## src/rtl/clock_mode_controller.sv

```systemverilog
// Digital clock mode sequencer: CLOCK / time adjust / alarm adjust.
// Optional alarm fields enabled by defining ALARM_ADJUST_EN.
module clock_mode_controller #(
  parameter int unsigned TIMEOUT_TICKS = 10
) (
  input  logic       clk,
  input  logic       rst,
  input  logic       tick_1hz,
  input  logic       btn_center,
  input  logic       btn_left,
  input  logic       btn_right,
  input  logic       btn_up,
  input  logic       btn_down,
  output logic       enable_seconds,
  output logic       adjust_enable_minutes,
  output logic       adjust_enable_hours,
  output logic       alarm_adjust_minutes,
  output logic       alarm_adjust_hours,
  output logic       Up_down,
  output logic [2:0] mode,
  output logic       adjust_active,
  output logic       blink
);

  typedef enum logic [2:0] {
    S_CLOCK = 3'd0,
    S_HOUR  = 3'd1,
    S_MIN   = 3'd2,
    S_AHOUR = 3'd3,
    S_AMIN  = 3'd4
  } state_e;

  localparam logic [5:0] TO = 6'(TIMEOUT_TICKS);

  state_e     state_q, state_d;
  state_e     nxt, prv;
  logic [5:0] cnt_q, cnt_d;
  logic       ud_q, ud_d;
  logic       blink_q, blink_d;
  logic       act_q, act_d;
  logic       es_q, es_d;
  logic       aem_q, aem_d;
  logic       aeh_q, aeh_d;
  logic       lr_ev, ud_ev;

  assign lr_ev = btn_left ^ btn_right;
  assign ud_ev = btn_up ^ btn_down;

`ifdef ALARM_ADJUST_EN
  logic aam_q, aam_d;
  logic aah_q, aah_d;

  always_comb begin
    nxt = S_HOUR;
    prv = S_HOUR;
    case (state_q)
      S_HOUR:  begin nxt = S_MIN;   prv = S_AMIN;  end
      S_MIN:   begin nxt = S_AHOUR; prv = S_HOUR;  end
      S_AHOUR: begin nxt = S_AMIN;  prv = S_MIN;   end
      S_AMIN:  begin nxt = S_HOUR;  prv = S_AHOUR; end
      default: begin nxt = S_HOUR;  prv = S_HOUR;  end
    endcase
  end
`else
  // Two fields only: left and right both toggle.
  always_comb begin
    nxt = (state_q == S_HOUR) ? S_MIN : S_HOUR;
    prv = nxt;
  end
`endif

  always_comb begin
    state_d = state_q;
    cnt_d   = cnt_q;
    ud_d    = ud_q;
    blink_d = blink_q;
    es_d    = 1'b0;
    aem_d   = 1'b0;
    aeh_d   = 1'b0;
`ifdef ALARM_ADJUST_EN
    aam_d   = 1'b0;
    aah_d   = 1'b0;
`endif
    if (state_q == S_CLOCK) begin
      es_d = tick_1hz;
      if (btn_center) state_d = S_HOUR;
    end else begin
      if (cnt_q == TO) begin
        state_d = S_CLOCK;
      end else if (btn_center) begin
        state_d = S_CLOCK;
      end else if (lr_ev) begin
        state_d = btn_right ? nxt : prv;
      end else if (ud_ev) begin
        cnt_d = '0;
        ud_d  = btn_up;
        case (state_q)
          S_HOUR:  aeh_d = 1'b1;
          S_MIN:   aem_d = 1'b1;
`ifdef ALARM_ADJUST_EN
          S_AHOUR: aah_d = 1'b1;
          S_AMIN:  aam_d = 1'b1;
`endif
          default: ;
        endcase
      end else if (tick_1hz) begin
        cnt_d = cnt_q + 6'd1;
      end
      if (tick_1hz) blink_d = ~blink_q;
    end
    if (state_d != state_q) begin
      cnt_d   = '0;
      blink_d = 1'b0;
    end
    if (state_d == S_CLOCK) begin
      ud_d    = 1'b1;
      blink_d = 1'b0;
    end
    act_d = (state_d != S_CLOCK);
  end

  always_ff @(posedge clk or posedge rst) begin
    if (rst) begin
      state_q <= S_CLOCK;
      cnt_q   <= '0;
      ud_q    <= 1'b1;
      blink_q <= 1'b0;
      act_q   <= 1'b0;
      es_q    <= 1'b0;
      aem_q   <= 1'b0;
      aeh_q   <= 1'b0;
    end else begin
      state_q <= state_d;
      cnt_q   <= cnt_d;
      ud_q    <= ud_d;
      blink_q <= blink_d;
      act_q   <= act_d;
      es_q    <= es_d;
      aem_q   <= aem_d;
      aeh_q   <= aeh_d;
    end
  end

`ifdef ALARM_ADJUST_EN
  always_ff @(posedge clk or posedge rst) begin
    if (rst) begin
      aam_q <= 1'b0;
      aah_q <= 1'b0;
    end else begin
      aam_q <= aam_d;
      aah_q <= aah_d;
    end
  end

  assign alarm_adjust_minutes = aam_q;
  assign alarm_adjust_hours   = aah_q;
`else
  assign alarm_adjust_minutes = 1'b0;
  assign alarm_adjust_hours   = 1'b0;
`endif

  assign enable_seconds        = es_q;
  assign adjust_enable_minutes = aem_q;
  assign adjust_enable_hours   = aeh_q;
  assign Up_down               = ud_q;
  assign mode                  = state_q;
  assign adjust_active         = act_q;
  assign blink                 = blink_q;

endmodule
```

## config.mk

```make
export PLATFORM = sky130hd
export DESIGN_NAME = clock_mode_controller
export DESIGN_NICKNAME = d
export VERILOG_FILES = /design/src/rtl/clock_mode_controller.sv
export SDC_FILE = /design/constraint.sdc
export NUM_CORES = 1
export LEC_CHECK = 0
export CORE_UTILIZATION = 49
export DETAILED_ROUTE_END_ITERATION = 12
export PLACE_DENSITY = 0.77
export SYNTH_ARGS = -nofsm -noshare
export SYNTH_HDL_FRONTEND = slang
export SYNTH_SLANG_ARGS = --single-unit
```

## constraint.sdc

```tcl
create_clock -name clk -period 2.1 [get_ports clk]
set_input_delay 0.42 -clock clk [delete_from_list [all_inputs] [get_ports clk]]
set_output_delay 0.42 -clock clk [all_outputs]
set_load 0.01 [all_outputs]
```

==> impl_metrics.toml, run 1 <==
[timing]
fin_skew_ns = 0.00699
tightest_slew_ns = 0.567
slew_viol_final = 0
rsz0062_at_grt = "no"
setup_violations = 0
setup_ws_ns = 0.274
period_needed_ns = 1.83
maxSlewHeadroom_pct = 62.2
hold_viol_final = 0
max_freq_ghz = 0.548
min_period_over_period_pct = 86.9
setup_tns_ns = 0

[synth]
ys_warn_count = 0
yosys.area_share.adder_pct = 2.74
ys_seq_elements = 15
syn_avg_cell_area_um2 = 10.1
yosysSeqAreaShare_pct = 41.2
synth_area_um2 = 913
muxShareOfSynthArea_pct = 0
synth-simple-area-share_pct = 27.4
synth_top_family_by_area = "simple AND/OR/NAND/NOR gates"
synth_compound_area_share_pct = 19.3
syn_inst = 90
synth_xor_area_share_pct = 3.84
synth_cell_types = 38

[drt]
wl_um = 1930
antenna_left = 0
num_vias = 779
drt_iter0_drc = 34
viasPerCell = 5.77
drc_errors = 0
routedWlPerCell_um = 14.3
dr.pass1.iters = 4

[global_routing]
antenna_found_initial = 0
overflow = 0
track_usage_pct = 21.9
grt_pass1_wl_um = 3200
grt_pass1_vias = 706
grt_busiest_layer = "met2"
grtUsageMet3_pct = 2.40
grt_max_degree = 16
grt_util_met2_pct = 34.2
gr-usage-met1_pct = 30.0

[clock_network]
cts_buffer_depth = 2
ctsResizeCount = 0
clk_pin_slew_ns = 0.10
clkLatencyLatePin_ns = 0.29
cts_setup_buffers = 0
cts_buffers = 3
cts_tree = "yes"
htreeDepth = 1
ctsRootBufferMaster = "clkbuf_4"
ctsHoldBuffers = 0
cts_sinks = 15

[placement]
hpwl_um = 1440
pre_cts_ws_ns = 0.121
dp.cells = 131
gp_congestion = 0.894
portBuffers = 16

[hold_path]
hold_path.class = "input pin to async pin"

[die]
die_w_um = 45.2
core.rowCount = 15
dieArea_um2 = 2040
die_h_um = 45.2
start_util_pct = 52.3
io_pins = 19
core_um2 = 1750

[worst_setup_path]
crit_arrival_ns = 1.41
cp-startpoint = "mode[0]$_DFF_PP0_"
end_kind = "output pin"
crit_fanout = 7
max_stage_delay_ns = 0.60
start_kind = "register"
worstPathRequired_ns = 1.68
rr_startpoint = "cnt_q[0]$_DFFE_PP0P_"
crit_chain = "clkdlybuf4s50_1"
critPathBufInv = 1
crit_slowest_cell = "clkdlybuf4s50_1"
crit_type = "register to output pin"
critPathTopFamily = "buffers and inverters"

[job]
maxCapViolations = 0

[layout]
nets = 121
multiInputGateArea_um2 = 494
syn_to_final_growth_pct = 24.1
layout-drive-gt1-share_pct = 19.1
regArea_um2 = 377
fillerInstances = 151
n_antenna_cell = 0
final_cells = 135

[power_and_ir_drop]
vdd_drop_max_uv = 430
leakage_nw = 0.457
p_per_area_nw_per_um2 = 619
power_w = 0.000702

[run_status]
status = "completed"
registers in the layout, summed over array words and instances, names as in the netlist:
signal	flops
cnt_q	6
mode	3
Up_down	1
adjust_active	1
adjust_enable_hours	1
adjust_enable_minutes	1
blink	1
enable_seconds	1
cell usage in the layout (no fill, tap or decap), types with 3 or more instances in the layout:
| master | synthesis | routed |
|---|---|---|
| dfrtp_1 | 14 | 14 |
| a21oi_1 | 8 | 8 |
| nor2_1 | 5 | 5 |
| clkdlybuf4s50_1 | 0 | 16 |
| nand3_1 | 5 | 5 |
| nand2_1 | 7 | 7 |
| clkbuf_4 | 0 | 3 |
| buf_4 | 2 | 5 |
| nand4b_1 | 3 | 3 |
| xor2_1 | 3 | 3 |
| o21ai_0 | 7 | 7 |
synthesized netlist by cell type:
| cell type | n | area share (%) |
|---|---|---|
| nor2_1 | 5 | 2.1 |
| xor2_1 | 3 | 2.9 |
| dfstp_2 | 1 | 2.9 |
| nor4b_2 | 1 | 1.6 |
| and2_1 | 2 | 1.4 |
| and3_1 | 1 | 0.69 |
| dfrtp_1 | 14 | 38 |
| ha_1 | 2 | 2.7 |
| nor2_2 | 1 | 0.69 |
| or3_1 | 1 | 0.69 |
| o31ai_1 | 2 | 1.6 |
| nand4_1 | 1 | 0.69 |
| o31ai_2 | 1 | 1.4 |
| inv_1 | 2 | 0.82 |
| clkbuf_1 | 2 | 0.82 |
| nor4b_4 | 2 | 5.2 |
| nor3_4 | 1 | 1.8 |
| a211oi_2 | 1 | 1.4 |
| a41oi_1 | 1 | 0.96 |
| and4_2 | 1 | 1.1 |
| buf_6 | 1 | 1.2 |
| nand4b_1 | 3 | 2.9 |
| conb_1 | 1 | 0.41 |
| a21o_2 | 1 | 0.96 |
| a21oi_1 | 8 | 4.4 |
| buf_2 | 1 | 0.55 |
| o211ai_1 | 1 | 0.82 |
| nor2b_1 | 1 | 0.69 |
| a211o_4 | 1 | 1.9 |
| nor3_1 | 2 | 1.1 |
| xnor2_1 | 1 | 0.96 |
| buf_4 | 2 | 1.6 |
| o21ai_0 | 7 | 3.8 |
| a31oi_1 | 1 | 0.69 |
| nand3_1 | 5 | 2.7 |
| a31oi_2 | 1 | 1.4 |
| nand2_1 | 7 | 2.9 |
| nor2_4 | 1 | 1.2 |
layer usage:
metal | part of all wire (%) | vias to the layer above
met5 | 0 | -
met1 | 45 | 382
met3 | 4.5 | 5
li1 | - | 365
met4 | 2.3 | 0
met2 | 48 | 27
cells by family (layout without fill, tap and decap cells):
| group | Yosys count | in the layout |
|---|---|---|
| buffers and inverters | 8 | 27 |
| AO/OA/AOI/OAI | 25 | 25 |
| other | 1 | 2 |
| flip-flops | 15 | 15 |
| adder cells (fa/ha/maj) | 2 | 2 |
| AND/OR/NAND/NOR | 35 | 35 |
| XOR/XNOR | 4 | 4 |
where the power goes:
group	switching [W]	total, W	internal [W]
logic	0.000112	0.000202	0.0000904
registers	0.0000198	0.000327	0.000307
clock network	0.0000989	0.000173	0.0000740
area by class of cell:
| cell class | count | share of cell area, % |
|---|---|---|
| inverters | 2 | 0.662 |
| clock buffers | 4 | 2.32 |
| multi-input cells | 68 | 43.6 |
| flip-flops and latches | 15 | 33.2 |
| well taps | 25 | 2.76 |
| repair buffers | 21 | 17.4 |
metrics by stage:
step | utilization (%) | cell area (um^2) | hold slack (ns)
after floorplan | - | 917 | 0.321
after global placement | 63.4 | 1110 | 0.571
after detailed placement | 63.4 | 1110 | 0.579
after CTS | 64.9 | 1130 | 0.501
after global routing | 64.9 | 1130 | 0.535
final | 64.9 | 1130 | 0.472
final timing paths:
kind | endpoint | slack [ns] | depth (start not counted)
min | adjust_active$_DFF_PP0_ | 0.47 | 2
max | mode[0] | 0.27 | 1
min reg2reg | Up_down$_DFFE_PP1P_ | 0.59 | 2
max reg2reg | cnt_q[1]$_DFFE_PP0P_ | 0.40 | 7
min in group clk | Up_down$_DFFE_PP1P_ | 0.59 | 2
max in group asynchronous | cnt_q[4]$_DFFE_PP0P_ | 1.25 | 2
Note: power is estimated with default switching activity, not from simulation.
==> inputs of run 2 (changes only) <==
Settings changed: CORE_UTILIZATION 49 to 44, MAX_ROUTING_LAYER from default to met4, PLACE_DENSITY 0.77 to 0.73.
Clock period 2.1 ns to 1.65 ns, I/O delays scaled along.
==> run 2 against run 1 <==
  * Critical path type is now register to register
  * Combinational power rose by 49%
  * Clock skew fell by 0.00099 ns
  * Worst setup slack got worse by 0.26 ns
==> impl_metrics.toml, run 2 (synthesis gave the netlist of run 1 again) <==
[power_and_ir_drop]
vdd_drop_max_uv = 661
p_per_area_nw_per_um2 = 738
leakage_nw = 0.541

[worst_setup_path]
crit_arrival_ns = 1.81
cp-startpoint = "cnt_q[0]$_DFFE_PP0P_"
rrSetupSlack_ns = 0.02
end_kind = "register"
timing.rr.end = "cnt_q[0]$_DFFE_PP0P_"
worstPathRequired_ns = 1.82
start_kind = "register"
r2r_cells = 7
rr_startpoint = "cnt_q[0]$_DFFE_PP0P_"
crit_type = "register to register"
crit_fanout = 5

[placement]
gp_congestion = 0.880
portBuffers = 16
hpwl_um = 1400
dp.cells = 142

[drt]
dr.pass1.iters = 4
drc_errors = 0
drt_iter0_drc = 31
viasPerCell = 5.42
wl_um = 2090
routedWlPerCell_um = 14.0
num_vias = 807
antenna_left = 0

[die]
die_h_um = 47.6
die_w_um = 47.6
dieArea_um2 = 2260
start_util_pct = 46.6
io_pins = 19
core_um2 = 1960
core.rowCount = 16

[clock_network]
htreeDepth = 1
clkLatencyLatePin_ns = 0.28
cts_buffer_depth = 2
clk_pin_slew_ns = 0.09
cts_tree = "yes"
ctsRootBufferMaster = "clkbuf_4"
cts_buffers = 3
ctsHoldBuffers = 0
cts_sinks = 15

[run_status]
status = "completed"

[timing]
min_period_over_period_pct = 99.0
max_freq_ghz = 0.612
hold-worst-slack_ns = 0.338
fin_skew_ns = 0.00600
rsz0062_at_grt = "yes"
hold_viol_final = 0
period_needed_ns = 1.63
slew_viol_final = 0
setup_violations = 0

[layout]
mostFrequentLayoutCells = "16 x buf_4, 12 x clkdlybuf4s50_1, 11 x dfrtp_1"
regMostFlops = "cnt_q"
final_cells = 149
mostFrequentLayoutCell = "buf_4"
largest_register_ffs = 6
multiInputGateArea_um2 = 517
n_antenna_cell = 0
layout-drive-gt1-share_pct = 34.4
fillerInstances = 184
syn_to_final_growth_pct = 37.5
regArea_um2 = 380
nets = 133

[hold_path]
hold_path.class = "input pin to async pin"

[global_routing]
overflow = 0
grt_pass1_vias = 658
antenna_found_initial = 0
grt_max_degree = 16
grt_pass1_wl_um = 3100
track_usage_pct = 20.8

[job]
maxCapViolations = 0
## run 2: final cells by class
class | count | area share [%]
multi-input combinational | 68 | 41.1
tap | 27 | 2.69
sequential | 15 | 30.3
timing repair buffer | 33 | 23.2
clock buffer | 4 | 2.09
inverter | 2 | 0.598
## run 2: power breakdown
group          switching [W]  internal [W]  total (W)
Clock               0.000116     0.0000939   0.000210
Sequential         0.0000247      0.000393   0.000418
Combinational       0.000158      0.000142   0.000300
## run 2: layer usage
metal | GRT usage (%) | vias up | share of wire [%]
li1 | - | 389 | -
met1 | 26.8 | 389 | 43
met2 | 30.1 | 25 | 50
met3 | 7.92 | 4 | 5.8
met4 | 6.67 | 0 | 1.6
met5 | - | - | 0
## run 2: repair_timing
action                     CTS  global route
cloned                       0             1
setup buffers                0             2
pin swaps                    0             3
setup endpoints to repair    4            10
gates resized for setup      4            10
## run 2: worst max path at each step
| stage | endpoint | slack [ns] | cells after the start |
|---|---|---|---|
| 2_1_floorplan | cnt_q[2]$_DFFE_PP0P_ | 0.12 | 6 |
| 3_3_place_gp | cnt_q[0]$_DFFE_PP0P_ | -0.18 | 6 |
| 3_5_place_dp | cnt_q[0]$_DFFE_PP0P_ | -0.19 | 6 |
| 4_1_cts | mode[0] | 0.02 | 1 |
| 5_1_grt | cnt_q[0]$_DFFE_PP0P_ | -0.06 | 7 |
| 6_report | cnt_q[0]$_DFFE_PP0P_ | 0.02 | 7 |
## run 2: worst max-delay path: stages, from the launching register on
cell and delay [ns]:
dfrtp_1 0.40, inv_2 0.07, ha_2 0.15, nor4b_4 0.31
a211oi_2 0.17, buf_4 0.19, nor2_4 0.17, a21oi_1 0.06
## run 2: metrics by stage
stage	power [W]	worst slack (ns)	utilization (%)	setup TNS, ns	cell area [um^2]
after global placement	0.000709	-0.177	60.0	-1.23	1180
after CTS	0.000924	0.0166	61.5	0	1210
after global routing	0.000977	-0.0632	64.0	-0.270	1260
after floorplan	0.000579	0.123	-	0	917
after detailed placement	0.000711	-0.192	60.0	-1.49	1180
final	0.000928	0.0166	64.0	0	1260
